==> src/rtl/hazard_pkg.sv <==
// hazard_pkg
// Shared encodings for the RV32I hazard unit:
//   optype_e : op class of an instruction as seen by hazard tracking
//   fwd_e    : operand source select driven to the EX-stage muxes
//   REG_AW_DEFAULT : default register-address width
package hazard_pkg;

  localparam int REG_AW_DEFAULT = 5;

  typedef enum logic [1:0] {
    OPT_NONE  = 2'd0,
    OPT_ALU   = 2'd1,
    OPT_LOAD  = 2'd2,
    OPT_STORE = 2'd3
  } optype_e;

  typedef enum logic [1:0] {
    FWD_RF       = 2'd0,
    FWD_EX_ALU   = 2'd1,
    FWD_MEM_ALU  = 2'd2,
    FWD_MEM_LOAD = 2'd3
  } fwd_e;

endpackage

==> src/rtl/hazard_stage_reg.sv <==
// hazard_stage_reg
// One tracked pipeline slot {rd, rs2, optype} for the hazard unit.
// Ports:
//   clk, rst_n          : clock, asynchronous active-low reset
//   bubble              : load an empty slot instead of the incoming one
//   rd_d, rs2_d, optype_d : incoming slot contents
//   rd_q, rs2_q, optype_q : registered slot contents
module hazard_stage_reg
  import hazard_pkg::*;
#(
  parameter int REG_AW = REG_AW_DEFAULT
) (
  input  logic              clk,
  input  logic              rst_n,
  input  logic              bubble,
  input  logic [REG_AW-1:0] rd_d,
  input  logic [REG_AW-1:0] rs2_d,
  input  logic [1:0]        optype_d,
  output logic [REG_AW-1:0] rd_q,
  output logic [REG_AW-1:0] rs2_q,
  output logic [1:0]        optype_q
);

  always_ff @(posedge clk or negedge rst_n) begin
    if (!rst_n) begin
      rd_q     <= '0;
      rs2_q    <= '0;
      optype_q <= OPT_NONE;
    end else if (bubble) begin
      rd_q     <= '0;
      rs2_q    <= '0;
      optype_q <= OPT_NONE;
    end else begin
      rd_q     <= rd_d;
      rs2_q    <= rs2_d;
      optype_q <= optype_d;
    end
  end

endmodule

==> src/rtl/hazard_unit.sv <==
// hazard_unit
// Hazard detection and forwarding control for the 5-stage RV32I pipeline.
// Tracks {rd, rs2, optype} of the instructions in EX (_p0), MEM (_p1) and
// WB (_p2) and derives, combinationally from the ID fields plus that state:
//   forward_ctrl_A/B : rs1/rs2 operand source (fwd_e encoding)
//   forward_ctrl_ls  : store in MEM takes its data from the WB load result
//   PC_EN_IF, reg_FD_EN : held low for one cycle on a load-use stall
//   reg_DE_flush     : bubble into ID/EX during a stall
//   reg_FD_flush     : squash IF/ID after a taken branch (not while stalling)
//   stall_cnt, flush_cnt : event counters, only built when HAZARD_STATS_EN
//                          is defined; otherwise constant 0
module hazard_unit
  import hazard_pkg::*;
#(
  parameter int REG_AW = REG_AW_DEFAULT,
  parameter int STAT_W = 32
) (
  input  logic              clk,
  input  logic              rst_n,
  input  logic [REG_AW-1:0] rs1_ID,
  input  logic [REG_AW-1:0] rs2_ID,
  input  logic [REG_AW-1:0] rd_ID,
  input  logic              rs1use_ID,
  input  logic              rs2use_ID,
  input  logic [1:0]        hazard_optype_ID,
  input  logic              Branch_ID,
  output logic [1:0]        forward_ctrl_A,
  output logic [1:0]        forward_ctrl_B,
  output logic              forward_ctrl_ls,
  output logic              PC_EN_IF,
  output logic              reg_FD_EN,
  output logic              reg_FD_flush,
  output logic              reg_DE_flush,
  output logic [STAT_W-1:0] stall_cnt,
  output logic [STAT_W-1:0] flush_cnt
);

  logic [REG_AW-1:0] rd_p0, rd_p1, rd_p2;
  logic [REG_AW-1:0] rs2_p0, rs2_p1;
  logic [1:0]        opt_p0, opt_p1, opt_p2;
  logic              stall;

  // Only ALU and LOAD results ever land in the regfile; x0 is never a source.
  function automatic logic reg_match(input logic [REG_AW-1:0] rs,
                                     input logic              rs_use,
                                     input logic [REG_AW-1:0] rd,
                                     input logic [1:0]        opt);
    return rs_use && (rs == rd) && (rd != '0) &&
           ((opt == OPT_ALU) || (opt == OPT_LOAD));
  endfunction

  // A load still in EX has no data yet, and it shadows any older MEM writer
  // of the same register, so that case selects the regfile (the stall or
  // the store-data path takes care of it).
  function automatic logic [1:0] fwd_sel(input logic       m_ex,
                                         input logic       m_mem,
                                         input logic [1:0] o_ex,
                                         input logic [1:0] o_mem);
    if (m_ex)       return (o_ex == OPT_ALU) ? FWD_EX_ALU : FWD_RF;
    else if (m_mem) return (o_mem == OPT_ALU) ? FWD_MEM_ALU : FWD_MEM_LOAD;
    else            return FWD_RF;
  endfunction

  logic m1_ex, m2_ex, m1_mem, m2_mem;

  assign m1_ex  = reg_match(rs1_ID, rs1use_ID, rd_p0, opt_p0);
  assign m2_ex  = reg_match(rs2_ID, rs2use_ID, rd_p0, opt_p0);
  assign m1_mem = reg_match(rs1_ID, rs1use_ID, rd_p1, opt_p1);
  assign m2_mem = reg_match(rs2_ID, rs2use_ID, rd_p1, opt_p1);

  // A store whose only dependency on the EX load is its data operand does
  // not stall: the data is picked up later from WB via forward_ctrl_ls.
  assign stall = (opt_p0 == OPT_LOAD) &&
                 (m1_ex || (m2_ex && (hazard_optype_ID != OPT_STORE)));

  assign forward_ctrl_A  = fwd_sel(m1_ex, m1_mem, opt_p0, opt_p1);
  assign forward_ctrl_B  = fwd_sel(m2_ex, m2_mem, opt_p0, opt_p1);
  assign forward_ctrl_ls = (opt_p1 == OPT_STORE) && (opt_p2 == OPT_LOAD) &&
                           (rd_p2 != '0) && (rd_p2 == rs2_p1);

  assign PC_EN_IF     = !stall;
  assign reg_FD_EN    = !stall;
  assign reg_DE_flush = stall;
  // Branch decided on stale operands while stalling; it re-resolves next cycle.
  assign reg_FD_flush = Branch_ID && !stall;

  // ID -> EX boundary (bubble on stall)
  hazard_stage_reg #(.REG_AW(REG_AW)) u_slot_ex (
    .clk      (clk),
    .rst_n    (rst_n),
    .bubble   (stall),
    .rd_d     (rd_ID),
    .rs2_d    (rs2_ID),
    .optype_d (hazard_optype_ID),
    .rd_q     (rd_p0),
    .rs2_q    (rs2_p0),
    .optype_q (opt_p0)
  );

  // EX -> MEM boundary
  hazard_stage_reg #(.REG_AW(REG_AW)) u_slot_mem (
    .clk      (clk),
    .rst_n    (rst_n),
    .bubble   (1'b0),
    .rd_d     (rd_p0),
    .rs2_d    (rs2_p0),
    .optype_d (opt_p0),
    .rd_q     (rd_p1),
    .rs2_q    (rs2_p1),
    .optype_q (opt_p1)
  );

  // MEM -> WB boundary (rs2 is not needed past MEM)
  hazard_stage_reg #(.REG_AW(REG_AW)) u_slot_wb (
    .clk      (clk),
    .rst_n    (rst_n),
    .bubble   (1'b0),
    .rd_d     (rd_p1),
    .rs2_d    (rs2_p1),
    .optype_d (opt_p1),
    .rd_q     (rd_p2),
    .rs2_q    (),
    .optype_q (opt_p2)
  );

`ifdef HAZARD_STATS_EN
  logic [STAT_W-1:0] stall_cnt_q, flush_cnt_q;

  always_ff @(posedge clk or negedge rst_n) begin
    if (!rst_n) begin
      stall_cnt_q <= '0;
      flush_cnt_q <= '0;
    end else begin
      if (stall)        stall_cnt_q <= stall_cnt_q + STAT_W'(1);
      if (reg_FD_flush) flush_cnt_q <= flush_cnt_q + STAT_W'(1);
    end
  end

  assign stall_cnt = stall_cnt_q;
  assign flush_cnt = flush_cnt_q;
`else
  assign stall_cnt = '0;
  assign flush_cnt = '0;
`endif

endmodule
==> config.mk <==
export PLATFORM = sky130hd
export DESIGN_NAME = hazard_unit
export DESIGN_NICKNAME = d
export VERILOG_FILES = /design/src/rtl/hazard_pkg.sv /design/src/rtl/hazard_stage_reg.sv /design/src/rtl/hazard_unit.sv
export SDC_FILE = /design/constraint.sdc
export NUM_CORES = 1
export LEC_CHECK = 0
export ABC_CLOCK_PERIOD_IN_PS = 1800
export BUFFER_PORTS_ARGS = -buffer_cell sky130_fd_sc_hd__buf_2
export CORE_MARGIN = 1
export CORE_UTILIZATION = 46
export DETAILED_ROUTE_END_ITERATION = 12
export PLACE_DENSITY = 0.82
export SYNTH_ARGS = -nofsm -noshare
export SYNTH_HDL_FRONTEND = slang
export SYNTH_SLANG_ARGS = --single-unit
==> constraint.sdc <==
create_clock -name clk -period 1.8 [get_ports clk]
set_input_delay 0.18 -clock clk [delete_from_list [all_inputs] [get_ports clk]]
set_output_delay 0.18 -clock clk [all_outputs]
set_load 0.01 [all_outputs]
==> impl_metrics.ini <==
[outcome]
status = finished, violations left
failed_checks = setup timing

[sta]
hold_viol = 0
relSlewSlack_pct = 57.36
finalCritPeriodShare_pct = 113.9
rsz0062_at_grt = yes
fin_ws_ps = -250.6
setup_viol_count_final = 8
maxSlewViolCount = 0
finalCriticalPeriod_ps = 2051
worst_pin_slew_ps = 639.6
fin_skew_ps = 6.737
fmax_mhz = 487.7

[cells_and_area]
final_cells = 273
design_area_sq_um = 2143
mostFrequentLayoutCells = conb_1, dfrtp_1, buf_2, xor2_1, buf_4
fillers = 324
layout-drive-gt1-share_pct = 34.22
layout_commonest_cell = conb_1
antennaDiodeCount = 0
area_delta_synth_final_pct = 13.59
final_nets = 250

[setup_path]
reg2reg_from = u_slot_ex.rd_q[2]$_DFF_PN0_
r2r_cells = 8
reg2reg_to = u_slot_ex.rd_q[4]$_DFF_PN0_
crit_arrival_ps = 1870
cp_max_fo = 2
r2r_setup_slack_ps = 0
critPathKind = reg -> out
critPathRequiredTime_ps = 1620
critPathLaunchType = register
critPathCaptureType = output port

[floorplanning]
coreArea_sq_um = 3799
die_height_um = 66.05
ios = 95
start_util_pct = 49.67
die_area_sq_um = 4362
die_w_um = 66.05
num_rows = 22

[logic_synthesis]
synth_cells = 174
synth_top_family_by_area = buffers and inverters
seq_area_frac_synth_pct = 41.11
synth-seq-cells = 31
synth_flop_cell = dfrtp_1
yosysWarnings = 0
muxShareOfSynthArea_pct = 0.5968
netlist_area_sq_um = 1887
yosys.cell_types.count = 33
synth_edf_count = 0
synth-async-reset-ratio_pct = 100.0
syn_avg_cell_area_sq_um = 10.84
synth-compound-area-share_pct = 5.703
synth_xor_area_share_pct = 10.21
synthAdderAreaFrac_pct = 2.653
synth_simple_gate_area_share_pct = 11.67

[pwr]
p_switching_mw = 0.4136
clkPwrFrac_pct = 36.3
peakVddDrop_v = 0.0005251
p_comb_share_pct = 16.5
pwr_density_cell_nw_per_um2 = 748.7
seq_power_share_pct = 47.3
power_leakage_nw = 1.096
p_sw_share_pct = 25.77
p_int_mw = 1.191

[place]
postPlaceCellArea_sq_um = 1909
dp_cells = 259
port_buffers = 30
dp_hpwl_um = 2143
routabilityCongestion = 0.8847

[detailed_routing]
avgViaCountPerCell = 4.128
drcViolationCount = 0
ant_nets = 0
first_pass_iters = 4
route.detailed.wl_per_inst_um = 10.04
via_count = 1127
routed_wl_um = 2740
drt_iter0_drc = 21

[worst_hold_path]
min_path_type = in -> reg
holdPathEnd = u_slot_ex.rd_q[4]$_DFF_PN0_
holdPathStages = 2
hold_start = rd_ID[4]

[global_routing]
overflow = 0
grtUsageTotal_pct = 13.73
grt_pass1_wl_um = 4298
grt_pass1_vias = 977
antenna_found_initial = 0
grt_max_degree = 32

[clock_network]
cts_tree = yes
cts_root_buf = clkbuf_8
cts_sinks = 31
cts.clk_slew.worst_paths_ps = 60
clk_latency_ps = 280
clock_path_buffers = 2
cts_made_buffers = 5
ctsHtreeMaxLevel = 2

[job]
drv_cap = 0
-- kinds of logic after synthesis --
family | count (synthesis)
AO/OA/AOI/OAI | 10
XOR/XNOR | 22
multiplexers | 1
other | 1
adder cells (fa/ha/maj) | 4
flip-flops | 31
AND/OR/NAND/NOR | 32
buffers and inverters | 73
-- how the worst max path moves through the flow --
stage                     slack [ps]           endpoint  cells after the start                        start
final                           -250  forward_ctrl_A[0]                      6  u_slot_ex.rd_q[2]$_DFF_PN0_
after floorplan                  140  forward_ctrl_A[0]                      5  u_slot_ex.rd_q[3]$_DFF_PN0_
after global placement           -20  forward_ctrl_A[0]                      6  u_slot_ex.rd_q[3]$_DFF_PN0_
after global routing            -380  forward_ctrl_A[0]                      6  u_slot_ex.rd_q[2]$_DFF_PN0_
after detailed placement         -30  forward_ctrl_A[0]                      6  u_slot_ex.rd_q[3]$_DFF_PN0_
after CTS                       -270  forward_ctrl_A[0]                      6  u_slot_ex.rd_q[2]$_DFF_PN0_
-- synthesized netlist by cell type (all sizes together), types with 3 or more instances --
library cell	number	share of area, %
inv	7	1.4
dfrtp	31	41
nor3	3	0.80
ha	4	2.7
nor4	4	1.7
xnor2	10	4.6
nand3	3	0.80
xor2	12	5.6
and2	14	5.8
buf	66	26
-- registers in the layout (all words and copies together), names as in the netlist --
register,flops
u_slot_ex.rs2_q,5
u_slot_ex.optype_q,2
u_slot_ex.rd_q,5
u_slot_wb.rd_q,5
u_slot_mem.rs2_q,5
u_slot_mem.rd_q,5
u_slot_wb.optype_q,2
u_slot_mem.optype_q,2
-- critical path: stages (launching register included) --
cell	delay, ps
dfrtp_1	390
xor2_1	150
nor4_1	250
and3_1	230
and2_4	160
mux2_4	300
buf_6	120
-- metal layers --
metal | share of wire [%] | wire length (um) | up-vias | GRT usage (%)
li1 | - | - | 531 | -
met1 | 37 | 1004 | 527 | 14.14
met2 | 55 | 1501 | 67 | 25.89
met3 | 7.5 | 206 | 2 | 4.655
met4 | 0.99 | 27 | 0 | 3.989
met5 | 0 | 0 | - | 0
-- layout make-up --
cell class	instances	area, sq um	area share (%)
timing repair buffer	46	294.0	13.72
sequential	31	777.0	36.25
inverter	7	26.28	1.226
multi-input combinational	133	885.9	41.33
tap	48	60.06	2.802
clock buffer	8	100.1	4.670
-- power groups by stage --
| stage | clock network (mW) | registers [mW] | logic (mW) |
|---|---|---|---|
| 3_5_place_dp | 0 | 0.772 | 0.234 |
| 6_report | 0.582 | 0.758 | 0.265 |
| 2_1_floorplan | 0 | 0.769 | 0.258 |
| 5_1_grt | 0.634 | 0.763 | 0.295 |
| 3_3_place_gp | 0 | 0.770 | 0.229 |
| 4_1_cts | 0.598 | 0.758 | 0.253 |
-- what timing repair did --
item / CTS / global route
endpoints found under the setup margin: 8 / 19
resized for setup: 10 / 7
hold buffers: 1 / 0
hold endpoints to repair: 31 / 0
buffers inserted: 5 / 0
pin swaps: 11 / 0
-- through the flow --
step | utilization [%] | setup slack, ps | hold WS [ps] | power [mW] | TNS [ps]
2_1_floorplan | - | 135.7 | -115.6 | 1.027 | 0
3_3_place_gp | 50.26 | -20.79 | 234.9 | 0.9998 | -20.79
3_5_place_dp | 50.26 | -29.85 | 242.7 | 1.006 | -29.85
4_1_cts | 55.37 | -265.2 | 93.04 | 1.609 | -1672
5_1_grt | 56.42 | -378.9 | 93.55 | 1.692 | -2835
6_report | 56.42 | -250.6 | 99.15 | 1.605 | -1615
Power figures use the tool's default switching activity.
